File: src/rtl/mux_pipe_skid_pkg.sv
// Shared constants, select-width helper and default payload layout for the
// registered N:1 selector family.
package mux_pipe_skid_pkg;

  localparam int DATA_W    = 32;
  localparam int MAX_N     = 16;
  localparam int MAX_SEL_W = 4;

  // Ceiling log2, used to size the select field from the channel count.
  function automatic int clog2(input int n);
    int r;
    int v;
    r = 0;
    v = n - 1;
    while (v > 0) begin
      r = r + 1;
      v = v >> 1;
    end
    return r;
  endfunction

  // {sel, data} pair for the default 32-bit, up-to-16-channel configuration.
  typedef struct packed {
    logic [MAX_SEL_W-1:0] sel;
    logic [DATA_W-1:0]    data;
  } payload_t;

endpackage

File: src/rtl/mux_pipe_skid_nsel.sv
// Purely combinational N:1 selector; out-of-range selects return DEFAULT_VAL.
module mux_nsel
  import mux_pipe_skid_pkg::*;
#(
  parameter int          WIDTH       = DATA_W,
  parameter int          N           = 2,
  parameter logic [31:0] DEFAULT_VAL = 32'h0,
  localparam int         SEL_W       = clog2(N)
) (
  input  logic [N*WIDTH-1:0] data_i,
  input  logic [SEL_W-1:0]   sel_i,
  output logic [WIDTH-1:0]   data_o
);

  // Size cast truncates or zero-extends the 32-bit default to WIDTH.
  localparam logic [WIDTH-1:0] DEF_W = WIDTH'(DEFAULT_VAL);

  always_comb begin
    data_o = DEF_W;
    for (int k = 0; k < N; k++) begin
      if (sel_i == SEL_W'(k)) begin
        data_o = data_i[k*WIDTH +: WIDTH];
      end
    end
  end

endmodule

File: src/rtl/mux_pipe_skid.sv
// N:1 selector with a registered output (M), a one-entry skid register (S)
// and valid/ready handshakes on both sides; entries leave strictly M before S.
module mux_pipe_skid
  import mux_pipe_skid_pkg::*;
#(
  parameter int          WIDTH       = DATA_W,
  parameter int          N           = 2,
  parameter logic [31:0] DEFAULT_VAL = 32'h0,
  localparam int         SEL_W       = clog2(N)
) (
  input  logic               clk,
  input  logic               rst,
  input  logic               flush,
  input  logic [N*WIDTH-1:0] in_data,
  input  logic [SEL_W-1:0]   in_sel,
  input  logic               in_valid,
  output logic               in_ready,
  output logic [WIDTH-1:0]   out_data,
  output logic [SEL_W-1:0]   out_sel,
  output logic               out_valid,
  input  logic               out_ready
);

  typedef struct packed {
    logic [SEL_W-1:0] sel;
    logic [WIDTH-1:0] data;
  } ent_t;

  ent_t             m_q, m_d;
  ent_t             s_q, s_d;
  logic             m_vld_q, m_vld_d;
  logic             s_vld_q, s_vld_d;
  logic [WIDTH-1:0] sel_val;
  ent_t             in_ent;
  logic             accept;
  logic             emit;

  mux_nsel #(
    .WIDTH       (WIDTH),
    .N           (N),
    .DEFAULT_VAL (DEFAULT_VAL)
  ) u_nsel (
    .data_i (in_data),
    .sel_i  (in_sel),
    .data_o (sel_val)
  );

  assign in_ent = {in_sel, sel_val};

  // Ready depends only on skid occupancy, never on out_ready.
  assign in_ready  = !s_vld_q && !rst;
  assign accept    = in_valid && in_ready;
  assign emit      = m_vld_q && out_ready;

  assign out_valid = m_vld_q;
  assign out_data  = m_q.data;
  assign out_sel   = m_q.sel;

  always_comb begin
    m_d     = m_q;
    s_d     = s_q;
    m_vld_d = m_vld_q;
    s_vld_d = s_vld_q;
    if (flush) begin
      m_vld_d = 1'b0;
      s_vld_d = 1'b0;
    end else if (!m_vld_q || emit) begin
      // M is free this cycle: the skid entry is older than any new input.
      if (s_vld_q) begin
        m_d     = s_q;
        m_vld_d = 1'b1;
        s_vld_d = 1'b0;
      end else if (accept) begin
        m_d     = in_ent;
        m_vld_d = 1'b1;
      end else begin
        m_vld_d = 1'b0;
      end
    end else if (accept) begin
      s_d     = in_ent;
      s_vld_d = 1'b1;
    end
  end

  always_ff @(posedge clk) begin
    if (rst) begin
      m_vld_q <= 1'b0;
      s_vld_q <= 1'b0;
      m_q     <= '0;
    end else begin
      m_vld_q <= m_vld_d;
      s_vld_q <= s_vld_d;
      m_q     <= m_d;
    end
  end

  // Skid payload is only meaningful while s_vld_q is set.
  always_ff @(posedge clk) begin
    s_q <= s_d;
  end

endmodule

File: config.mk
export PLATFORM = sky130hd
export DESIGN_NAME = mux_pipe_skid
export DESIGN_NICKNAME = d
export VERILOG_FILES = /design/src/rtl/mux_pipe_skid_pkg.sv /design/src/rtl/mux_pipe_skid_nsel.sv /design/src/rtl/mux_pipe_skid.sv
export SDC_FILE = /design/constraint.sdc
export NUM_CORES = 1
export LEC_CHECK = 0
export CORE_ASPECT_RATIO = 2
export CORE_UTILIZATION = 43
export DETAILED_ROUTE_END_ITERATION = 6
export GPL_TIMING_DRIVEN = 0
export PLACE_DENSITY = 0.89
export SLEW_MARGIN = 20
export SYNTH_ARGS = -nofsm -noshare
export SYNTH_HDL_FRONTEND = slang
export SYNTH_HIERARCHICAL = 1
export SYNTH_SLANG_ARGS = --single-unit
File: constraint.sdc
create_clock -name clk -period 4.9 [get_ports clk]
set_clock_uncertainty 0.2 [all_clocks]
set_input_delay 0.49 -clock clk [delete_from_list [all_inputs] [get_ports clk]]
set_output_delay 0.49 -clock clk [all_outputs]
set_load 0.01 [all_outputs]
; Word level (Yosys, flattened, before mapping)
; Cells that the tools add are included.
[classes]
muxes = 5
bitwise_logic = 2
n_reduce_logical = 12
[op_table]
columns = operator, count
row1 = 33-bit two-way mux, 2
row2 = 32-bit two-way mux, 1
row3 = 3-bit AND reduction, 2
row4 = 1-bit logical AND, 3
row5 = 1-bit logical NOT, 3
row6 = 3-bit OR reduction, 1
row7 = 1-bit two-way mux, 2
row8 = 1-bit inverter, 2
row9 = 2-bit nonzero test, 1
row10 = 2-bit OR reduction, 1
row11 = 1-bit logical OR, 1
[totals]
input_bits = 70
output_inout_bits = 35
wordCells = 25
ff_bits = 68

; Logic depth before layout (Yosys ltp)
[logic_depth]
depth_word = 5
ltp_mapped = 6
ltp_nobuf = 4

; Modules after synthesis
; The synthesis kept the hierarchy.
[modules_own_cells]
columns = module, n_inst, area_per_inst_um2, cells_per_inst, seq_area_each_um2
row1 = mux_pipe_skid, 1, 2919.0, 225, 1691.6
row2 = mux_nsel, 1, 544.3, 36, 0.0

; Worst setup path after synthesis
; No wires, ideal clock.
[synth_path]
path_type = input-to-reg
from = input port rst
to = register s_q[0] (netlist name), enable pin
setup_time_ns = 0.509
n_path_buf = 2
t_required_ns = 4.191
path_stages = 3
path_slack_ns = 0.090
arrival_time_ns = 4.101
path_cell_list = buf_4 clkbuf_1 nor4_1
[synth_via]
elab_chain_cells = 4
[synth_rtl]
columns = element, line_no
row1 = "start, declared", mux_pipe_skid.sv:12  ; input logic rst,
row2 = 1-bit logical NOT, mux_pipe_skid.sv:51  ; assign in_ready = !s_vld_q && !rst;
row3 = 1-bit logical AND, mux_pipe_skid.sv:51
row4 = 1-bit logical AND, mux_pipe_skid.sv:52  ; assign accept = in_valid && in_ready;
row5 = 3-bit AND reduction (no line), --
row6 = "end signal, assigned", mux_pipe_skid.sv:99  ; s_q <= s_d;
row7 = "end, declared", mux_pipe_skid.sv:30  ; ent_t s_q, s_d;
; Every way passes these cells.
; A chain may end at the register's enable or synchronous reset.

; Final worst setup path
[layout_path]
from = input port out_ready
to = register s_q[23] (netlist name), enable pin
[layout_via]
elab_chain_cells = 4
[layout_rtl]
columns = element, line_no
row1 = "start, declared", mux_pipe_skid.sv:21  ; input logic out_ready
row2 = 1-bit logical AND, mux_pipe_skid.sv:53  ; assign emit = m_vld_q && out_ready;
row3 = 1-bit logical OR, mux_pipe_skid.sv:67  ; end else if (!m_vld_q || emit) begin
row4 = 1-bit inverter (no line), --
row5 = 3-bit AND reduction (no line), --
; Every way passes these cells.

==> results.cfg <==
[worst_setup_path]
cp_max_fo = 7
critPathSlowestCell = nor4_2
cp_cell_sequence = clkdlybuf4s50_1 > nand2b_1 > nor4_2 > buf_2 > buf_4 > buf_4
cp.buffers_inverters = 4
r2r-end = s_q[23]
reg2reg_slack_ns = 2.51
reg2regPathDepth = 7
critPathLaunchType = input port
crit_type = in2reg
r2r-start = s_vld_q
worstPathArrival_ns = 2.29
worstSetupEndpointType = flop
cp_slowest_stage_delay_ns = 0.52
cp_data_required_time_ns = 4.74
crit_family = buffers and inverters
path_common_cell = buf_4

[sta]
fin_ws_ns = 2.45
hold_viol = 0
setup_viol = 0
whs_ns = 0.387
rsz0062_at_grt = no
tns_ns = 0
fmax_ghz = 0.408
finalMaxSlewViolations = 0
max_slew_margin = 0.632
period_needed_ns = 2.45
worst_slew_pin_slew_ns = 0.547
post-route-period-util = 0.501

[final_layout]
final_cell_mix = clkdlybuf4s50_1, nor2_1, dfxtp_1
area_growth_pct = 42.7
layout-drive-gt1-share = 0.255
num_antenna_cells = 0
final_common_cell = clkdlybuf4s50_1
nNetsFinal = 450

[grt]
grt_start_max_net_pins = 11
grt_pass1_wl_mm = 12.6
grt_overflow_total = 0
grt.total_usage = 0.203
grt_pass1_vias = 2563
antenna_found_initial = 0

[placed_design]
io_buffers = 103
hpwl_mm = 5.83
place_congestion = 0.770
dpl_worst_slack_ns = 2.06

[hold_path]
worstHoldStart = out_data[9]
whs_path_depth = 2
hold_end = out_data[9]
hold_path_class = reg2reg

[clock_tree]
clk-insertion-delay-late_ns = 0.33
cts-root-buf = clkbuf_16
htree_num_levels = 3
cts_tree = yes
clkSlewWorstSetupHoldPaths_ns = 0.05
cts.sinks = 68
cts_made_buffers = 9
cts_hold_buf = 0
cts_setup_buffers = 0
cts_resized = 0
clock_path_buffers = 2

[floorplan]
core_sq_mm = 0.00789
placementRows = 46
die_area_sq_mm = 0.00844
die_w_um = 65.5
num_io_pins = 105
initial_utilization = 0.439
die-height_um = 129

[detailed_routing]
drtAntennaViolNets = 0
route.detailed.drc = 0
dr.pass1.iters = 5
avgRoutedWirePerCell_um = 16.1
drt_iter0_drc = 110
dr_total_vias = 2417
wirelength_mm = 7.73
via_per_inst = 5.02

[yosys]
synth_nets = 331
avgSynthCellArea_sq_um = 13.3
synth-seq-cells = 68
yosys_warnings = 6
syn_area_sq_mm = 0.00346
synth_cell_type_count = 18
syn_inst = 261
yosysSeqAreaShare = 0.488

[pwr]
totalPowerFinal_mw = 1.44
powerDensity_mw_per_mm2 = 291
leakage_nw = 1.93
ir_drop_mv = 0.166

[run_status]
status = finished clean

[run]
cap_violations = 0
==> report_power, final <==
part | switching [mW] | total [mW] | internal (mW) | leakage [nW]
clock | 0.219 | 0.616 | 0.396 | 0.144
combinational | 0.0741 | 0.207 | 0.133 | 1.20
sequential | 0.00557 | 0.616 | 0.610 | 0.581
total | 0.299 | 1.44 | 1.14 | 1.93
==> routing by layer <==
metal / vias to the layer above / wire [um] / track usage
met2: 69 / 4440 / 0.372
met3: 13 / 229 / 0.0408
li1: 1156 / - / -
met4: 0 / 215 / 0.106
met1: 1179 / 2850 / 0.209
met5: - / 0 / 0
==> worst reg2reg max path, stage by stage, from the launching register on <==
cell and delay, ns:
dfxtp_1 0.29, buf_4 0.18, buf_4 0.21, nand2b_1 0.16, nor4_2 0.41, buf_2 0.30, buf_4 0.18, buf_4 0.16
==> kinds of logic after synthesis <==
kind of cell,count (synthesis),share of synthesized area
AND/OR/NAND/NOR,73,0.111
AO/OA/AOI/OAI,2,0.00831
multiplexers,98,0.342
buffers and inverters,20,0.0499
flip-flops,68,0.488
==> synthesized netlist by cell type <==
cell type	count	area (sq um)
dfxtp_1	35	701
nor2_1	35	131
edfxtp_1	33	991
mux2_4	33	495
mux2i_1	33	330
mux2_2	32	360
nor2b_1	27	169
clkbuf_1	7	26.3
and2b_1	6	45.0
buf_4	5	37.5
buf_6	4	45.0
buf_12	3	60.1
nand2b_1	2	12.5
nor4_1	2	12.5
a211oi_1	1	7.51
inv_1	1	3.75
nor2b_4	1	13.8
o211ai_4	1	21.3
==> registers in the layout, indices dropped and copies added, names as in the netlist <==
name       flops
out_valid      1
s_q           33
out_data      32
s_vld_q        1
out_sel        1
==> worst max path at each step <==
stage,startpoint,to,slack (ns),cells after the start
CTS,out_ready,s_q[32],2.42,6
global placement,out_ready,s_q[31],-1.70,3
finish,out_ready,s_q[23],2.45,6
global route,out_ready,s_q[21],2.28,6
floorplan,rst,s_q[0],0.09,3
detailed placement,out_ready,s_q[31],2.06,6
==> through the flow <==
step / area [sq um] / util / instances
after floorplan: 3460 / - / 261
after global placement: 4610 / 0.585 / 460
after detailed placement: 4650 / 0.590 / 465
after CTS: 4940 / 0.627 / 481
after global routing: 4940 / 0.627 / 481
final: 4940 / 0.627 / 481
==> cell type report <==
type	count	area (sq um)
well taps	96	120
fillers	593	2940
inverters	1	3.75
multi-input cells	173	1610
flip-flops and latches	68	1690
plain buffers	19	169
clock inverters	1	3.75
repair buffers	108	1060
clock buffers	15	288
No activity file was read; power rests on OpenSTA's default activity.
